`config.mk`:
```
export PLATFORM = sky130hd
export DESIGN_NAME = imem_loader
export DESIGN_NICKNAME = d
export VERILOG_FILES = /design/src/rtl/imem_loader.sv
export SDC_FILE = /design/constraint.sdc
export NUM_CORES = 1
export LEC_CHECK = 0
export ABC_AREA = 1
export BUFFER_PORTS_ARGS = -buffer_cell sky130_fd_sc_hd__buf_2
export CAP_MARGIN = 25
export CORE_ASPECT_RATIO = 1.5
export CORE_MARGIN = 2
export CORE_UTILIZATION = 39
export DETAILED_ROUTE_END_ITERATION = 7
export PLACE_DENSITY = 0.82
export SYNTH_ARGS = -nofsm -noshare
export SYNTH_HDL_FRONTEND = slang
export SYNTH_SLANG_ARGS = --single-unit
```
`constraint.sdc`:
```
create_clock -name clk -period 1.8 [get_ports clk]
set_clock_uncertainty 0.15 [all_clocks]
set_input_delay 0.36 -clock clk [delete_from_list [all_inputs] [get_ports clk]]
set_output_delay 0.36 -clock clk [all_outputs]
set_load 0.01 [all_outputs]
```
`src/rtl/imem_loader.sv`:
```
// imem_loader: boot/reload controller that streams bytes into the byte-addressed
//   instruction memory and gates the core fetch path while a load runs.
// Latency: a byte accepted on edge N is written to memory on edge N+1; one byte/cycle sustained.
// Backpressure: byte_ready is high only while loading; the host holds byte_valid until accepted.
//
// Ports:
//   clk, rst                 rising-edge clock, asynchronous active-high reset
//   load_start, load_len     load request and length in 32-bit instructions (sampled in IDLE only)
//   byte_valid/ready/data    host byte stream handshake
//   core_addr/instr/stall    core fetch interface (NOP substituted and stall held while busy)
//   mem_raddr/rdata          instruction memory read port (combinational read data)
//   mem_we/waddr/wdata       instruction memory byte write port (registered)
//   busy, done, err          status: load in progress, completion pulse, rejected-start pulse
module imem_loader #(
    parameter int          NUM_INSTR = 32,   // must be >= 2
    parameter logic [31:0] NOP_INSTR = 32'h0000_0013
) (
    input  logic        clk,
    input  logic        rst,
    input  logic        load_start,
    input  logic [15:0] load_len,
    input  logic        byte_valid,
    input  logic [7:0]  byte_data,
    output logic        byte_ready,
    input  logic [31:0] core_addr,
    output logic [31:0] core_instr,
    output logic        core_stall,
    output logic [31:0] mem_raddr,
    input  logic [31:0] mem_rdata,
    output logic        mem_we,
    output logic [31:0] mem_waddr,
    output logic [7:0]  mem_wdata,
    output logic        busy,
    output logic        done,
    output logic        err
);

    // Byte counter width: covers byte addresses 0..NUM_INSTR*4-1.
    localparam int          CW      = $clog2(NUM_INSTR) + 2;
    localparam logic [15:0] MAX_LEN = 16'(NUM_INSTR);

    localparam logic [1:0] ST_IDLE = 2'd0;
    localparam logic [1:0] ST_LOAD = 2'd1;
    localparam logic [1:0] ST_FIN  = 2'd2;

    logic [1:0]    state_q, state_d;
    logic [CW-1:0] cnt_q, cnt_d;
    logic [CW-1:0] last_q, last_d;
    logic          we_q, we_d;
    logic [CW-1:0] waddr_q, waddr_d;
    logic [7:0]    wdata_q, wdata_d;
    logic          done_q, done_d;
    logic          err_q, err_d;

    logic accept;
    logic len_ok;

    assign byte_ready = (state_q == ST_LOAD);
    assign accept     = byte_valid && byte_ready;
    assign len_ok     = (load_len != 16'd0) && (load_len <= MAX_LEN);

    always_comb begin
        state_d = state_q;
        cnt_d   = cnt_q;
        last_d  = last_q;
        we_d    = 1'b0;
        waddr_d = waddr_q;
        wdata_d = wdata_q;
        done_d  = 1'b0;
        err_d   = 1'b0;
        case (state_q)
            ST_IDLE: begin
                if (load_start) begin
                    if (len_ok) begin
                        // load_len*4-1 taken modulo 2^CW; the true value always fits in CW bits.
                        last_d  = {load_len[CW-3:0], 2'b00} - CW'(1);
                        cnt_d   = '0;
                        state_d = ST_LOAD;
                    end else begin
                        err_d = 1'b1;
                    end
                end
            end
            ST_LOAD: begin
                if (accept) begin
                    we_d    = 1'b1;
                    waddr_d = cnt_q;
                    wdata_d = byte_data;
                    if (cnt_q == last_q) begin
                        // Counter stays at last so it can never run past the loaded region.
                        state_d = ST_FIN;
                        done_d  = 1'b1;
                    end else begin
                        cnt_d = cnt_q + CW'(1);
                    end
                end
            end
            ST_FIN: begin
                state_d = ST_IDLE;
            end
            default: begin
                state_d = ST_IDLE;
            end
        endcase
    end

    always_ff @(posedge clk or posedge rst) begin
        if (rst) begin
            state_q <= ST_IDLE;
            cnt_q   <= '0;
            last_q  <= '0;
            we_q    <= 1'b0;
            waddr_q <= '0;
            wdata_q <= '0;
            done_q  <= 1'b0;
            err_q   <= 1'b0;
        end else begin
            state_q <= state_d;
            cnt_q   <= cnt_d;
            last_q  <= last_d;
            we_q    <= we_d;
            waddr_q <= waddr_d;
            wdata_q <= wdata_d;
            done_q  <= done_d;
            err_q   <= err_d;
        end
    end

    assign mem_we    = we_q;
    assign mem_waddr = {{(32-CW){1'b0}}, waddr_q};
    assign mem_wdata = wdata_q;
    assign done      = done_q;
    assign err       = err_q;

    assign busy       = (state_q != ST_IDLE);
    assign core_stall = busy;

    // While loading, memory contents are in flux: park the read port and feed the core NOPs.
    assign mem_raddr  = busy ? 32'h0 : core_addr;
    assign core_instr = busy ? NOP_INSTR : mem_rdata;

endmodule

```
Yosys cells after proc, flatten, opt, wreduce, memory -nomap -nowiden
Cells that the tools add are included.
{ "classes": {"muxes": 20, "order_cmp": 1, "reduce_logical": 10, "n_addsub": 2, "n_eq_ne": 7} }
{ "op_table": {"columns": ["op", "n"], "rows": [
  ["$mux 32", 2],
  ["$mux 7", 4],
  ["$le 16x6->1 const B", 1],
  ["$reduce_bool 16->1", 1],
  ["$pmux 7 s2", 1],
  ["$mux 1", 8],
  ["$mux 2", 4],
  ["$add 7x1->7 const B", 1],
  ["$eq 7x7->1", 1],
  ["$sub 7x1->7 const B", 1],
  ["$ne 2x2->1 const B", 3],
  ["$reduce_and 5->1", 1],
  ["$ne 2x1->1 const B", 2],
  ["$pmux 2 s2", 1],
  ["$reduce_and 4->1", 1],
  ["$reduce_bool 2->1", 2],
  ["$reduce_and 3->1", 1],
  ["$eq 2x1->1 const B", 1],
  ["$logic_and 1x1->1", 2],
  ["$logic_not 2->1", 1],
  ["$reduce_and 2->1", 1]
]} }
{ "totals": {"inputBits": 92, "word_cells": 48, "regBits": 34, "output_inout_bits": 110} }

Depth between registers and ports, before layout
Gate-level depths: netlist of the first run.
{ "logic_depth": {"ltp_word": 5, "depth_mapped": 10, "ltp_nobuf": 10} }

Least setup slack after synthesis of the first run
OpenSTA, ideal clock, no wires.
{ "synth_timing": {"kind": "register to output", "from": "register state_q[1]", "to": "output core_instr[10]", "path_stages_with_launch": 6, "arrival_ns": 1.173, "path_slack_ns": 0.117, "path_cell_list": "dfrtp_1 > nor2_2 > inv_1 > buf_2 > clkbuf_1 > nor2_1"} }
{ "synth_via": {"elab_chain_len": 2} }
{ "synth_rtl": {"columns": ["element", "line", "text"], "rows": [
  ["start: declaration", "46", "logic [1:0] state_q, state_d;"],
  ["start signal: assignment", "118", "state_q <= state_d;"],
  ["$reduce_bool 2->1", "135", "assign busy = (state_q != ST_IDLE);"],
  ["$mux 32", "140", "assign core_instr = busy ? NOP_INSTR : mem_rdata;"],
  ["end: declaration", "26", "output logic [31:0] core_instr,"]
]} }
No other way between the ends.

Worst setup path in the final report of the first run
{ "layout_timing": {"from": "register state_q[0]", "to": "output core_instr[5]"} }
The elaborated chain is that of the path after synthesis.

==> run summary, run 1 <==
Max-cap violations -> 0
Endpoint class of the critical path -> primary output
EDFF count, synth -> 0
Type of the most critical hold path -> input port to asynchronous set/reset pin
Final WL -> 8.163 mm
Fill cells -> 532
Pre-Repair DR Iteration Count -> 4
List of most frequent post-synthesis cells -> sky130_fd_sc_hd__inv_1 (86), sky130_fd_sc_hd__nor2_1 (78), sky130_fd_sc_hd__nand2_1 (75), sky130_fd_sc_hd__dfrtp_1 (33), sky130_fd_sc_hd__buf_4 (26)
Library cells used by synthesis -> 27
TritonCTS sink count -> 33
Net switching power of the design -> 0.5004 mW
Sw frac -> 25.22%
Proportion of layout cells with a drive suffix above 1 -> 42.68%
Power density cells -> 541.7 nW/µm²
Floorplan die height -> 99.27 µm
Number of buffers added on ports -> 176
H-tree depth -> 2
Share of the cycle needed by the critical path after routing -> 104.8%
Final worst hold slack -> 0.005911 ns
FFs w/ async S/R, synth -> 100.0%
Total routing usage reported by global routing -> 24.46%
Buffer levels on the longest clock path -> 2
Crit path launch type -> flip-flop
Endpoint of the worst register-to-register path -> cnt_q[1]
Max frequency -> 530.3 MHz
Total setup violations reported at the end of the flow -> 62
Finished Layout Cells -> 634
Sequential cell area fraction in the yosys report -> 34.99%
Boundary Pins -> 202
Die X-Extent -> 67.51 µm
Post-synth top area share -> 34.99%
Floorplan Core Area -> 5828 µm²
Synth warnings -> 0
Maximum number of pins on one net before global-route repair -> 34
CTS tree -> done
Critical path start-end classification -> flip-flop to primary output
Initial antenna violation count -> 2
Cts bufs inserted -> 5
Global-route wire length before repair -> 12.34 mm
Min setup slack post-route -> -0.08588 ns
Cell Area, Synth -> 2360 µm²
Standby leakage power -> 2.324 nW
WP data required -> 1.29 ns
Post-layout net count -> 654
Worst vdd ir -> 0.2600 mV
Post-route cell area -> 3662 µm²
Final hold viol count -> 0
Number of global-route vias before repair -> 2565
Violation count after the first detailed-routing iteration -> 127
Path depth of the worst reg2reg path -> 8
Timing endpoint of the critical path -> core_instr[5]
Run status -> finished, violations left
Post-Synthesis Mean Instance Area -> 6.412 µm²
Weighted congestion reported at the end of routability-driven placement -> 0.9236
Setup Total Neg Slack -> -1.987 ns
Clock tree root buffer cell -> sky130_fd_sc_hd__clkbuf_8
Failing checks -> negative setup slack
Final slew viol count -> 0
Placement row count -> 34
Post-Place Cell Area -> 3301 µm²
Sequential Power Share -> 37.7%
Die Area -> 6702 µm²
Worst slack after detailed placement -> -0.05066 ns
Residual overflow from global routing -> 0
Most instantiated flip-flop cell in the synthesis netlist -> sky130_fd_sc_hd__dfrtp_1
Most repeated cell in the gate-level netlist after synthesis -> sky130_fd_sc_hd__inv_1
Largest fanout on the critical path -> 5
Avg WL per Cell -> 12.88 µm
Post-detailed-route count of antenna-violating nets -> 0
Synthesized flop and latch total -> 33
Skew-Pair Late Insertion Delay -> 0.28 ns
Unrepaired setup endpoints after global routing -> true
Biggest area contributors in the synthesized netlist -> sky130_fd_sc_hd__dfrtp_1 (35%), sky130_fd_sc_hd__inv_1 (14%), sky130_fd_sc_hd__nor2_1 (12%)
DRC violation count after routing -> 0
Internal Pwr Total -> 1.483 mW
DR vias/cell -> 4.382
Synthesized instance count -> 368
Number of cells after detailed placement -> 618
Biggest area consumer among synthesized cells -> sky130_fd_sc_hd__dfrtp_1
Portion of total power attributed to combinational logic -> 20.3%
Clk slew on worst S/H paths -> 0.07 ns
Layout area overhead -> 55.20%
Worst setup path startpoint -> state_q[0]
Vias post-DR -> 2778
FF-to-FF setup slack -> 0.12 ns
Shortest clock period the worst path allows after layout -> 1.886 ns
Effective utilization at floorplan -> 40.49%
Worst path arrival time -> 1.38 ns
Worst r2r src -> state_q[1]
Detailed placement HPWL -> 6.548 mm
Share of power burned in the clock network -> 42.0%
==> layer usage <==
metal | vias to the layer above | share of wire [%] | track usage, %
met5 | - | 0 | 0
met3 | 11 | 8.6 | 4.412
met1 | 1235 | 37 | 28.14
met4 | 0 | 1.9 | 8.948
li1 | 1394 | - | -
met2 | 138 | 52 | 43.67
==> critical path, cell delays in order, from the launching register on <==
cell and delay [ns]:
sky130_fd_sc_hd__dfrtp_1 0.41, sky130_fd_sc_hd__nor2_4 0.17, sky130_fd_sc_hd__buf_6 0.14, sky130_fd_sc_hd__inv_4 0.05, sky130_fd_sc_hd__buf_6 0.12, sky130_fd_sc_hd__nor2_2 0.07, sky130_fd_sc_hd__buf_2 0.13
==> layout by cell type (no fill, tap or decap), types with 5 or more instances in the layout <==
master and count:
sky130_fd_sc_hd__buf_2 167, sky130_fd_sc_hd__dfrtp_1 33, sky130_fd_sc_hd__xor2_1 5, sky130_fd_sc_hd__buf_4 13, sky130_fd_sc_hd__buf_6 10, sky130_fd_sc_hd__nor2_4 7, sky130_fd_sc_hd__nor2_2 17, sky130_fd_sc_hd__conb_1 25
sky130_fd_sc_hd__inv_1 85, sky130_fd_sc_hd__nand3_1 15, sky130_fd_sc_hd__o21ai_0 10, sky130_fd_sc_hd__clkbuf_8 5, sky130_fd_sc_hd__nand2_1 74, sky130_fd_sc_hd__nor2_1 58
==> power by group through the flow <==
stage / clock network [mW] / logic, mW / registers (mW)
3_5_place_dp: 0 / 0.370 / 0.762
5_1_grt: 0.861 / 0.450 / 0.748
3_3_place_gp: 0 / 0.366 / 0.762
4_1_cts: 0.846 / 0.388 / 0.748
6_report: 0.834 / 0.402 / 0.748
2_1_floorplan: 0 / 0.207 / 0.763
==> worst min path at each step <==
stage,cells past startpoint,to,from
after floorplan,2,last_q[1],last_q[1]
after global placement,3,mem_wdata[6],rst
after detailed placement,2,mem_wdata[4],mem_wdata[4]
after CTS,3,mem_wdata[3],rst
after global routing,3,waddr_q[2],rst
final,3,mem_wdata[3],rst
==> per-stage QoR <==
| stage | total power [mW] | util [%] |
|---|---|---|
| 2_1_floorplan | 0.9697 | - |
| 3_3_place_gp | 1.127 | 56.63 |
| 3_5_place_dp | 1.132 | 56.63 |
| 4_1_cts | 1.982 | 61.81 |
| 5_1_grt | 2.059 | 62.84 |
| 6_report | 1.984 | 62.84 |
==> state kept, by name (all words and copies together) (netlist names) <==
signal / cells
waddr_q: 7
err: 1
done: 1
mem_wdata: 8
last_q: 6
state_q: 2
cnt_q: 7
mem_we: 1
==> final cells by class <==
cell class | count | area, µm² | area share [%]
antenna | 2 | 5.005 | 0.1367
clock buffer | 5 | 68.82 | 1.879
clock inverter | 3 | 65.06 | 1.777
inverter | 89 | 339.1 | 9.259
multi-input combinational | 235 | 1150 | 31.40
sequential | 33 | 825.8 | 22.55
tap | 72 | 90.09 | 2.460
timing repair buffer | 193 | 1109 | 30.27
timing repair inverter | 2 | 10.01 | 0.2733
==> logic make-up after synthesis <==
kind of cell               count (synthesis)  share of synthesized area [%]
AOI/OAI and AO/OA                         16                          4.401
xor gates and xnor gates                   7                          2.598
adders and majority gates                  3                          1.591
buffers and inverters                    124                          23.91
DFF                                       33                          34.99
other                                      1                         0.1589
and+or+nand+nor                          184                          32.34
==> what timing repair did <==
action                                  4_1_cts  5_1_grt
buffers inserted                              3        0
resized for setup                            31       17
endpoints found under the setup margin       55       75
pin swaps                                     2        3
gates cloned                                  3        0
hold buffers                                  0        0
Power figures use the tool's default switching activity.
==> run 2: changes to the inputs <==
- SKIP_CTS_REPAIR_TIMING: unset -> 1
==> run summary, run 2 (synthesis gave the netlist of run 1 again) <==
Run status -> finished, violations left
Failing checks -> negative setup slack
Unrepaired setup endpoints after global routing -> true
Residual overflow from global routing -> 0
Stage delay of the slowest cell on the critical path -> 0.41 ns
Final core area utilization -> 59.83%
Weighted congestion reported at the end of routability-driven placement -> 0.9236
Total setup violations reported at the end of the flow -> 52
Final slew viol count -> 0
Finished Layout Cells -> 630
Skew-Pair Late Insertion Delay -> 0.28 ns
Endpoint of the worst register-to-register path -> cnt_q[1]
Worst slack after detailed placement -> -0.05066 ns
Final WL -> 7.942 mm
Effective utilization at floorplan -> 40.49%
Power density cells -> 560.5 nW/µm²
Cell breakdown of the critical path -> nor2_4 -> inv_6 -> buf_12 -> nor2_2 -> buf_2
Standby leakage power -> 2.264 nW
Vias post-DR -> 2749
H-tree depth -> 2
Number of global-route vias before repair -> 2453
Most frequent standard cell in the layout excluding fill and tap cells -> sky130_fd_sc_hd__buf_2
Worst r2r src -> state_q[1]
Type of the most critical hold path -> input port to asynchronous set/reset pin
Crit path launch type -> flip-flop
Number of buffers added on ports -> 176
Clock tree root buffer cell -> sky130_fd_sc_hd__clkbuf_8
Floorplan Core Area -> 5828 µm²
Number of cells after detailed placement -> 618
Die X-Extent -> 67.51 µm
Post-detailed-route count of antenna-violating nets -> 0
Global-route wire length before repair -> 11.74 mm
DRC violation count after routing -> 0
Endpoint class of the critical path -> primary output
Final hold viol count -> 0
Shortest clock period the worst path allows after layout -> 1.910 ns
Final worst hold slack -> 0.004892 ns
Share of the cycle needed by the critical path after routing -> 106.1%
Violation count after the first detailed-routing iteration -> 97
Floorplan die height -> 99.27 µm
Die Area -> 6702 µm²
Clk slew on worst S/H paths -> 0.07 ns
CTS tree -> done
Buffer levels on the longest clock path -> 2
Flip-flop count of the largest register after layout -> 8
Critical path start-end classification -> flip-flop to primary output
Layout area overhead -> 47.77%
DR vias/cell -> 4.363
Setup Total Neg Slack -> -3.428 ns
FF-to-FF setup slack -> 0.12 ns
Max-cap violations -> 0
Fill cells -> 553
Slowest cell on the critical path -> sky130_fd_sc_hd__dfrtp_1
Worst setup path startpoint -> state_q[1]
Path depth of the worst reg2reg path -> 8
Largest fanout on the critical path -> 31
Placement row count -> 34
Total routing usage reported by global routing -> 23.31%
WP data required -> 1.29 ns
Cts bufs inserted -> 5
Min setup slack post-route -> -0.1101 ns
Pre-Repair DR Iteration Count -> 4
Detailed placement HPWL -> 6.548 mm
Worst path arrival time -> 1.40 ns
Max frequency -> 523.5 MHz
Most frequent cells in the layout -> sky130_fd_sc_hd__buf_2 (175), sky130_fd_sc_hd__inv_1 (85), sky130_fd_sc_hd__nand2_1 (75), sky130_fd_sc_hd__nor2_1 (72), sky130_fd_sc_hd__dfrtp_1 (33)
Boundary Pins -> 202
Proportion of layout cells with a drive suffix above 1 -> 39.57%
TritonCTS sink count -> 33
Worst vdd ir -> 0.2655 mV
Avg WL per Cell -> 12.61 µm
Initial antenna violation count -> 2
Post-layout net count -> 650
Maximum number of pins on one net before global-route repair -> 34
run 2: cell types whose count changed in the layout (fill, tap and decap cells not counted), sizes merged:
cell / change
inv: -2
buf: -2
run 2: how the worst max path moves through the flow:
stage	endpoint	slack [ns]	depth (start not counted)
3_3_place_gp	cnt_q[0]	0.02	10
5_1_grt	core_instr[29]	-0.18	5
4_1_cts	mem_raddr[12]	-0.21	5
2_1_floorplan	core_instr[10]	0.12	5
6_report	core_instr[29]	-0.11	5
3_5_place_dp	last_q[4]	-0.05	10
run 2: cell type report:
type / count / area, µm² / share of cell area [%]
clock buffer: 5 / 68.82 / 1.973
multi-input combinational: 235 / 1085 / 31.11
inverter: 89 / 339.1 / 9.724
antenna: 2 / 5.005 / 0.1435
clock inverter: 3 / 65.06 / 1.866
timing repair buffer: 191 / 1008 / 28.92
sequential: 33 / 825.8 / 23.68
tap: 72 / 90.09 / 2.583
run 2: per-layer routing:
layer  up-vias  share of wire, %  GRT usage (%)
met5         -                 0              0
met4         0               1.8          8.163
met3        11               9.3          3.846
met2       151                51          41.18
met1      1208                38          27.63
li1       1379                 -              -
run 2: worst max-delay path: cells and delay by family, from the launching register on:
kind	cells	cell delay, ns
AND/OR/NAND/NOR	2	0.27
flip-flops	1	0.41
buffers and inverters	3	0.43
run 2: per-stage QoR:
stage,power [mW],instance area [µm²]
after global placement,1.127,3301
after CTS,1.965,3435
after global routing,2.033,3487
after floorplan,0.9697,2450
final,1.955,3487
after detailed placement,1.132,3301
run 2: power by group:
group	total [mW]	switching (mW)	internal [mW]
sequential	0.748	0.00255	0.745
clock	0.830	0.280	0.550
combinational	0.376	0.207	0.169
==> run 3: changes to the inputs <==
- clock period: 1.8 -> 2.1 ns (I/O delays scaled with it)
==> run summary, run 3 (synthesis gave the netlist of run 1 again) <==
Initial antenna violation count -> 0
Floorplan Core Area -> 5828 µm²
Global-route wire length before repair -> 11.55 mm
Top cell family by delay on the critical path -> buffers and inverters
Layout area overhead -> 40.93%
Final slew viol count -> 0
Critical path start-end classification -> flip-flop to primary output
Total buffers and inverters traversed by the critical path -> 3
Total power -> 1.417 mW
Endpoint class of the critical path -> primary output
Worst r2r src -> state_q[0]
Share of the cycle needed by the critical path after routing -> 96.68%
Run status -> finished clean
Cts bufs inserted -> 5
Min setup slack post-route -> 0.06981 ns
Pre-Repair DR Iteration Count -> 4
Skew-Pair Late Insertion Delay -> 0.29 ns
Largest fanout on the critical path -> 31
Post-route cell area -> 3326 µm²
Max frequency -> 492.6 MHz
FF-to-FF setup slack -> 0.41 ns
Unrepaired setup endpoints after global routing -> false
Stage delay of the slowest cell on the critical path -> 0.43 ns
Avg WL per Cell -> 12.56 µm
Total setup violations reported at the end of the flow -> 0
Proportion of layout cells with a drive suffix above 1 -> 37.18%
Post-Place Cell Area -> 3221 µm²
DR vias/cell -> 4.434
Slowest cell on the critical path -> sky130_fd_sc_hd__dfrtp_1
Weighted congestion reported at the end of routability-driven placement -> 0.8948
Maximum number of pins on one net before global-route repair -> 34
Antenna diode instance count -> 0
Endpoint of the worst register-to-register path -> cnt_q[1]
Type of the most critical hold path -> input port to asynchronous set/reset pin
Post-detailed-route count of antenna-violating nets -> 0
Flip-flop count of the largest register after layout -> 8
Number of buffers added on ports -> 176
WP data required -> 1.53 ns
Final WL -> 7.764 mm
Worst vdd ir -> 0.3426 mV
Effective utilization at floorplan -> 40.49%
Most frequent cells in the layout -> sky130_fd_sc_hd__buf_2 (176), sky130_fd_sc_hd__inv_1 (85), sky130_fd_sc_hd__nor2_1 (78), sky130_fd_sc_hd__nand2_1 (75), sky130_fd_sc_hd__dfrtp_1 (33)
Residual overflow from global routing -> 0
Detailed placement HPWL -> 6.514 mm
WP depth -> 5
Max-cap violations -> 0
H-tree depth -> 2
Shortest clock period the worst path allows after layout -> 2.030 ns
Worst path arrival time -> 1.46 ns
Floorplan die height -> 99.27 µm
Boundary Pins -> 202
Number of global-route vias before repair -> 2523
Die Area -> 6702 µm²
Cell breakdown of the critical path -> nor2_4 -> inv_4 -> buf_8 -> nor2_1 -> buf_2
Total routing usage reported by global routing -> 22.94%
Power density cells -> 425.9 nW/µm²
Final hold viol count -> 0
Placement row count -> 34
Most frequent standard cell in the layout excluding fill and tap cells -> sky130_fd_sc_hd__buf_2
Violation count after the first detailed-routing iteration -> 73
Final worst hold slack -> 0.06372 ns
Vias post-DR -> 2740
Worst slack after detailed placement -> 0.1237 ns
Clock tree root buffer cell -> sky130_fd_sc_hd__clkbuf_8
TritonCTS sink count -> 33
Path depth of the worst reg2reg path -> 8
Clk slew on worst S/H paths -> 0.07 ns
Buffer levels on the longest clock path -> 2
Die X-Extent -> 67.51 µm
DRC violation count after routing -> 0
Post-layout net count -> 640
CTS tree -> done
Crit path launch type -> flip-flop
Standby leakage power -> 2.188 nW
## run 3: cell count changes in the layout (fill, tap and decap cells not counted), sizes merged
cell / delta
diode: -2
clkinv: +1
clkbuf: +1
buf: -10
bufinv: -2
## run 3: through the flow
| stage | TNS (ns) | std cells | util (%) |
|---|---|---|---|
| floorplan | 0 | 392 | - |
| global placement | 0 | 609 | 55.26 |
| detailed placement | 0 | 609 | 55.26 |
| CTS | -5.819 | 617 | 56.68 |
| global route | 0 | 618 | 57.06 |
| finish | 0 | 618 | 57.06 |
## run 3: routing by layer
metal  GRT usage (%)  routed length [µm]  up-vias
li1                -                   -     1355
met1           26.38                2741     1210
met5               0                   0        -
met4           9.105                 208        0
met3           3.054                 829       19
met2           41.33                3984      156
## run 3: final cells by class
cell class | instances | area, µm²
multi-input cells | 235 | 1065
repair buffers | 181 | 925.9
flip-flops and latches | 33 | 825.8
inverters | 89 | 336.6
fillers | 602 | 2502
clock inverters | 2 | 10.01
well taps | 72 | 90.09
clock buffers | 6 | 72.57
## run 3: how the worst max path moves through the flow
stage | from | endpoint
3_5_place_dp | state_q[1] | core_instr[29]
4_1_cts | state_q[1] | core_instr[29]
2_1_floorplan | state_q[1] | core_instr[10]
5_1_grt | state_q[1] | core_instr[28]
6_report | state_q[1] | core_instr[29]
3_3_place_gp | state_q[1] | core_instr[28]
## run 3: worst min-delay path, stage by stage
cell,delay (ns)
sky130_fd_sc_hd__buf_2,0.09
sky130_fd_sc_hd__inv_1,0.04
sky130_fd_sc_hd__buf_4,0.37
## run 3: report_power, final
part	switching [mW]	internal (mW)
clock	0.232	0.229
sequential	0.00184	0.639
combinational	0.173	0.141
total	0.407	1.01
